==> src/rtl/imem_ts_buffer.sv <==
// Input-feature-map buffer: stores NUM_TS spike maps loaded bit-serially and serves whole rows as NoC packets.
// Latency: a READ_ROW response is valid on the cycle after the request is accepted; load beats write on acceptance.
// Backpressure: at most one response outstanding; rin_ready stays low while rout_valid waits for rout_ready.
// Optional feature: define IMEM_DROP_CNT_EN to add the 8-bit saturating drop_cnt output.
module imem_ts_buffer #(
    parameter int NUM_TS  = 2,
    parameter int DEPTH_I = 25,
    parameter int ADDR_W  = 4,
    parameter int OPC_W   = 4,
    parameter int DATA_W  = 25,
    parameter int MY_NODE = 11
) (
    input  logic                               clk,
    input  logic                               reset,
    input  logic                               load_start,
    input  logic                               ld_valid,
    output logic                               ld_ready,
    input  logic [$clog2(NUM_TS):0]            ld_ts,
    input  logic [$clog2(DEPTH_I*DEPTH_I):0]   ld_addr,
    input  logic                               ld_bit,
    input  logic                               load_done,
    input  logic                               rin_valid,
    output logic                               rin_ready,
    input  logic [ADDR_W+OPC_W+DATA_W-1:0]     rin_pkt,
    output logic                               rout_valid,
    input  logic                               rout_ready,
    output logic [ADDR_W+OPC_W+DATA_W-1:0]     rout_pkt,
    output logic [$clog2(NUM_TS):0]            cur_ts,
    output logic                               all_done
`ifdef IMEM_DROP_CNT_EN
    ,
    output logic [7:0]                         drop_cnt
`endif
);

    localparam int TS_W   = $clog2(NUM_TS) + 1;
    localparam int LA_W   = $clog2(DEPTH_I*DEPTH_I) + 1;
    localparam int PIX    = DEPTH_I * DEPTH_I;
    localparam int PIX_IW = $clog2(PIX);
    localparam int TS_IW  = (NUM_TS > 1) ? $clog2(NUM_TS) : 1;
    localparam int PKT_W  = ADDR_W + OPC_W + DATA_W;
    localparam int ROW_W  = 5;

    localparam logic [31:0]       DEPTH_U     = 32'(DEPTH_I);
    localparam logic [LA_W-1:0]   PIX_LIM     = LA_W'(PIX);
    localparam logic [TS_W-1:0]   TS_LIM      = TS_W'(NUM_TS);
    localparam logic [TS_W-1:0]   TS_LAST     = TS_W'(NUM_TS - 1);
    localparam logic [OPC_W-1:0]  OPC_START   = OPC_W'(0);
    localparam logic [OPC_W-1:0]  OPC_READ    = OPC_W'(1);
    localparam logic [OPC_W-1:0]  OPC_ROW     = OPC_W'(2);
    localparam logic [OPC_W-1:0]  OPC_ERR     = OPC_W'(3);
    localparam logic [OPC_W-1:0]  OPC_TS_DONE = OPC_W'(10);

    typedef enum logic [2:0] {
        S_IDLE,
        S_LOAD,
        S_WAIT,
        S_SERVE,
        S_SEND,
        S_DONE
    } state_t;

    state_t              state;
    state_t              state_nxt;
    logic [TS_W-1:0]     cur_ts_nxt;
    logic [PKT_W-1:0]    pkt_nxt;

    // Spike storage: one flat row-major bit vector per timestep, never reset.
    logic [PIX-1:0]      mem [NUM_TS];

    logic [ADDR_W-1:0]   rin_addr;
    logic [OPC_W-1:0]    rin_opc;
    logic [ROW_W-1:0]    rin_row;
    logic                row_ok;
    logic [PIX_IW-1:0]   row_base;
    logic [DEPTH_I-1:0]  row_vec;
    logic [TS_IW-1:0]    cur_idx;
    logic [TS_IW-1:0]    ld_ts_idx;
    logic [PIX_IW-1:0]   pix_idx;
    logic                ld_in_range;
    logic                unused_data;

    assign rin_addr    = rin_pkt[PKT_W-1 -: ADDR_W];
    assign rin_opc     = rin_pkt[DATA_W +: OPC_W];
    assign rin_row     = rin_pkt[ROW_W-1:0];
    assign unused_data = ^rin_pkt[DATA_W-1:ROW_W];

    assign row_ok      = (32'(rin_row) < DEPTH_U);
    assign row_base    = row_ok ? PIX_IW'(32'(rin_row) * DEPTH_U) : '0;
    assign cur_idx     = cur_ts[TS_IW-1:0];
    assign row_vec     = mem[cur_idx][row_base +: DEPTH_I];

    assign ld_in_range = (ld_ts < TS_LIM) && (ld_addr < PIX_LIM);
    assign ld_ts_idx   = ld_ts[TS_IW-1:0];
    assign pix_idx     = ld_addr[PIX_IW-1:0];

    // Next-state, handshake outputs and response formation
    always_comb begin
        state_nxt  = state;
        cur_ts_nxt = cur_ts;
        pkt_nxt    = rout_pkt;
        ld_ready   = 1'b0;
        rin_ready  = 1'b0;
        rout_valid = 1'b0;
        all_done   = 1'b0;
        case (state)
            S_IDLE: begin
                if (load_start) begin
                    state_nxt = S_LOAD;
                end
            end
            S_LOAD: begin
                ld_ready = 1'b1;
                if (load_done) begin
                    state_nxt = S_WAIT;
                end
            end
            S_WAIT: begin
                rin_ready = 1'b1;
                if (rin_valid && rin_opc == OPC_START) begin
                    state_nxt  = S_SERVE;
                    cur_ts_nxt = '0;
                end
            end
            S_SERVE: begin
                rin_ready = 1'b1;
                if (rin_valid) begin
                    if (rin_opc == OPC_READ) begin
                        state_nxt = S_SEND;
                        if (row_ok) begin
                            pkt_nxt = {rin_addr, OPC_ROW, DATA_W'(row_vec)};
                        end else begin
                            pkt_nxt = {rin_addr, OPC_ERR, DATA_W'(MY_NODE)};
                        end
                    end else if (rin_opc == OPC_TS_DONE) begin
                        if (cur_ts == TS_LAST) begin
                            state_nxt = S_DONE;
                        end else begin
                            cur_ts_nxt = cur_ts + TS_W'(1);
                        end
                    end
                end
            end
            S_SEND: begin
                rout_valid = 1'b1;
                if (rout_ready) begin
                    state_nxt = S_SERVE;
                end
            end
            S_DONE: begin
                rin_ready = 1'b1;
                all_done  = 1'b1;
                if (load_start) begin
                    state_nxt  = S_LOAD;
                    cur_ts_nxt = '0;
                end
            end
            default: begin
                state_nxt = S_IDLE;
            end
        endcase
    end

    // State, served timestep and registered response packet
    always_ff @(posedge clk or posedge reset) begin
        if (reset) begin
            state    <= S_IDLE;
            cur_ts   <= '0;
            rout_pkt <= '0;
        end else begin
            state    <= state_nxt;
            cur_ts   <= cur_ts_nxt;
            rout_pkt <= pkt_nxt;
        end
    end

    // Write accepted in-range load beats into the spike store
    always_ff @(posedge clk) begin
        if (ld_ready && ld_valid && ld_in_range) begin
            mem[ld_ts_idx][pix_idx] <= ld_bit;
        end
    end

`ifdef IMEM_DROP_CNT_EN
    logic rin_drop;
    logic drop_evt;
    logic cnt_clr;

    // Classify an accepted router packet as dropped for the current state
    always_comb begin
        rin_drop = 1'b0;
        case (state)
            S_WAIT:  rin_drop = (rin_opc != OPC_START);
            S_SERVE: rin_drop = (rin_opc != OPC_READ) && (rin_opc != OPC_TS_DONE);
            S_DONE:  rin_drop = 1'b1;
            default: rin_drop = 1'b0;
        endcase
    end

    assign drop_evt = (rin_valid && rin_ready && rin_drop) ||
                      (ld_valid && ld_ready && !ld_in_range);
    assign cnt_clr  = load_start && (state == S_IDLE || state == S_DONE);

    // Saturating drop counter, restarted with each new load phase
    always_ff @(posedge clk or posedge reset) begin
        if (reset) begin
            drop_cnt <= '0;
        end else if (cnt_clr) begin
            drop_cnt <= '0;
        end else if (drop_evt && drop_cnt != 8'hFF) begin
            drop_cnt <= drop_cnt + 8'd1;
        end
    end
`endif

endmodule
==> config.mk <==
export PLATFORM = sky130hd
export DESIGN_NAME = imem_ts_buffer
export DESIGN_NICKNAME = d
export VERILOG_FILES = /design/src/rtl/imem_ts_buffer.sv
export SDC_FILE = /design/constraint.sdc
export NUM_CORES = 2
export LEC_CHECK = 0
export ABC_AREA = 1
export BUFFER_PORTS_ARGS = -buffer_cell sky130_fd_sc_hd__buf_2
export CAP_MARGIN = 5
export CORE_AREA = 2 2 656 593
export DETAILED_ROUTE_END_ITERATION = 6
export DIE_AREA = 0 0 658 595
export RECOVER_POWER = 50
export SYNTH_ARGS = -nofsm -noshare
export SYNTH_HDL_FRONTEND = slang
export SYNTH_SLANG_ARGS = --single-unit
==> constraint.sdc <==
create_clock -name clk -period 2.6 [get_ports clk]
set_input_delay 0.26 -clock clk [delete_from_list [all_inputs] [get_ports clk]]
set_output_delay 0.26 -clock clk [all_outputs]
set_load 0.01 [all_outputs]
==> metrics <==
maximum clock frequency=299 MHz; Worst Setup Path Type=reg2reg; final setup fails=273; CORE AREA=0.386 mm²; post-synth top area cell=edfxtp_1; Peak VDD IR=0.600 mV; First-pass DRT Iterations=7; Combinational Power Share=0.502; Distinct cells, synth=48; clock root cell=clkbuf_16; post-synth top area share=0.392; Area Growth Syn to Fin=29.4%; non-filler cells, final=20400; Critical Path Start Type=flip-flop; number of nets with antenna violations after routing=0; met2 usage=0.337; Clk pwr share=0.235; nets=15200; Routed WL=470000 µm; Post-synth EDFFs=1250; CP max stage delay=0.50 ns; sequential power share=0.264; width of the chip=658 µm; number of placement rows=217; CP cell instances=buf_12 > buf_16 > buf_16 > buf_4 > nand2_1 > nand2_2 > buf_4 > o211ai_1 > nand3_1 > buf_4 > nand2_1 > nand2_1 > buf_4 > nand3_1 > nand3_1 > nand3_2 > nand3_4 > nand2_4 > nand2_1 > nand2_1 > nand2_1 > nand2_1 > nand2_1; Die ar.=0.392 mm²; Worst Skew=0.0564 ns; clk slew on worst S/H paths=0.07 ns; starting density of the core=0.248; Crit-path slowest cell=dfrtp_4; vias in the first global route=95600; I/O Pins=93; CP Data Required Time=3.33 ns; Vias=106000; Final Util=0.321; Worst Setup SP=cur_ts[0]; Critical Path Sink=rout_pkt[24]; Worst Reg-to-Reg Cells=23; crit share post-route=1.29; Data arrival, critical path=4.08 ns; overflow left after global routing=0; fin area=0.124 mm²; max-cap violation count=0; Hold Fails Final Rpt=0; sequential area share after synthesis=0.402; outcome=complete, but fails checks; detailed placer's ending HPWL=333000 µm; later-pin clock latency in the skew report=0.87 ns; Most common cell on crit path=nand2_1; R2R Setup Slk=-0.75 ns; LEAKAGE=52.0 nW; pwr dens=721 mW/mm²; Rel. slew slack=0.00417; Seq cells post-synth=1286; CTS Buf Count=152; failing checks=DRC, setup timing; Die Y=595 µm; Synth area leaders=edfxtp_1, nand2_1, nand3_1, nor3_1, o21ai_0; crit-path max FO=7; layer with the highest usage=met2; CTS tree=built; Sw Pwr=38.5 mW; final worst setup slack=-0.746 ns; port buffer count=70; fraction of layout cells with a size suffix above 1=0.191; worst flop-to-flop path startpoint=cur_ts[0]; final slew viol count=0; H-tree depth=4; count leader, synth=nand2_1; first-pass GRT wire length=671000 µm; met1 Use GR=0.336; post-synthesis cell area=0.0957 mm²; dominant synthesized flop cell=edfxtp_1; CTS max path bufs=4; Starting DRT DRC Count=14800; DR WL/cell=23.1 µm; YS warnings=0; RSZ-0062 raised after global routing=yes; vias per std cell=5.22; placed cell count=20000; worst slew pin tran=1.49 ns; Switching Share=0.431; share of flip-flops with an asynchronous set or reset=0.0280; Worst Hold Class=in2reg; Post-synth top cells=nand2_1, nand3_1, nor3_1; syn avg cell area=6.70 µm²; Crit. End Element=flip-flop; reg-to-reg endpoint=rout_pkt[24]; GP Congestion=1.02; CTS Sinks=1286; pin count of the biggest net entering global routing=144; GRT Total Usage=0.230; Post-Syn Instances=14300; met3 usage=0.0472; post-route DRC violation count=1; initial antenna violation count=21; P_int=50.8 mW; Final Critical Period=3.35 ns; dpl cell area=0.114 mm²
-- cell type report --
class / instances / area [µm²]
fill: 41400 / 262000
multi-input combinational: 11100 / 53100
sequential: 1286 / 38400
timing repair buffer: 1951 / 18900
tap: 5146 / 6440
clock buffer: 182 / 3960
inverter: 593 / 2310
clock inverter: 77 / 712
timing repair inverter: 2 / 31.3
antenna: 5 / 12.5
-- cells by family (layout without fill, tap and decap cells) --
logic type / Yosys count / after routing / synth area share
multiplexers: 4 / 4 / 0.000418
adder cells (fa/ha/maj): 22 / 22 / 0.00295
buffers and inverters: 1879 / 2805 / 0.0827
flip-flops: 1286 / 1286 / 0.402
AO/OA/AOI/OAI: 1096 / 1096 / 0.0598
XOR/XNOR: 1 / 1 / 0.0000915
other: 1 / 7 / 0.0000392
AND/OR/NAND/NOR: 9994 / 9994 / 0.452
-- cell usage in the layout (no fill, tap or decap), types with 17 or more instances in the layout --
cell	count
o21ai_2	120
nand3_1	2952
o211ai_1	73
buf_12	265
dfrtp_1	35
nor3_1	1073
clkbuf_1	33
nand3_2	198
buf_2	72
nor2_1	190
nand2_2	94
nand2_4	21
inv_1	560
o21ai_0	472
buf_16	35
edfxtp_1	1250
clkinv_1	28
inv_2	21
clkbuf_16	162
nor3_4	25
nand3_4	21
a21oi_1	70
buf_4	1495
or2_2	17
nor3_2	168
buf_6	23
o21ai_1	323
nand2_1	5150
-- metal layers --
metal  vias up  part of all wire
met5         -           0.00011
li1      50100                 -
met4         8             0.035
met1     50700              0.44
met2      4883              0.42
met3       649              0.10
-- stage by stage --
stage	power, mW	TNS, ns	setup WS, ns	hold slack (ns)
after floorplan	45.1	-1.51	-0.0963	0.359
after global placement	64.6	-46.84	-1.80	0.313
after detailed placement	64.5	-62.99	-1.65	0.310
after CTS	86.9	-58.28	-0.700	0.0129
after global routing	93.5	-93.50	-0.856	0.0833
final	89.3	-27.82	-0.746	0.0921
-- sequential cells by signal, indices dropped and copies added, names as in the netlist --
signal    count
mem        1250
rout_pkt     31
state         3
cur_ts        2
-- worst min path at each step --
stage | cells after the start | start | to | slack, ns
floorplan | 0 | ld_bit | mem[0][0] | 0.36
global placement | 2 | reset | rout_pkt[26] | 0.31
detailed placement | 2 | reset | rout_pkt[26] | 0.31
CTS | 5 | load_start | cur_ts[1] | 0.01
global route | 5 | load_start | cur_ts[1] | 0.08
finish | 5 | load_start | cur_ts[1] | 0.09
-- power groups by stage --
stage / Combinational, mW / Clock (mW) / Sequential, mW
after floorplan: 21.5 / 0 / 23.6
after global placement: 40.7 / 0 / 23.9
after detailed placement: 40.5 / 0 / 23.9
after CTS: 42.3 / 21.2 / 23.5
after global routing: 48.0 / 21.9 / 23.5
final: 44.8 / 21.0 / 23.5
-- what timing repair did --
action	in CTS	in global routing
buffers inserted	19	8
pin swaps	27	71
resized for setup	565	531
setup endpoints to repair	1109	1187
hold endpoints to repair	85	0
gates cloned	25	9
hold buffers	17	0
-- worst max-delay path, delay by kind of cell (launching register included) --
kind | cells | cell delay, ns
AOI/OAI and AO/OA | 1 | 0.20
and+or+nand+nor | 15 | 1.36
DFF | 1 | 0.50
buffers and inverters | 7 | 1.13
(Power assumes the default switching activity.)
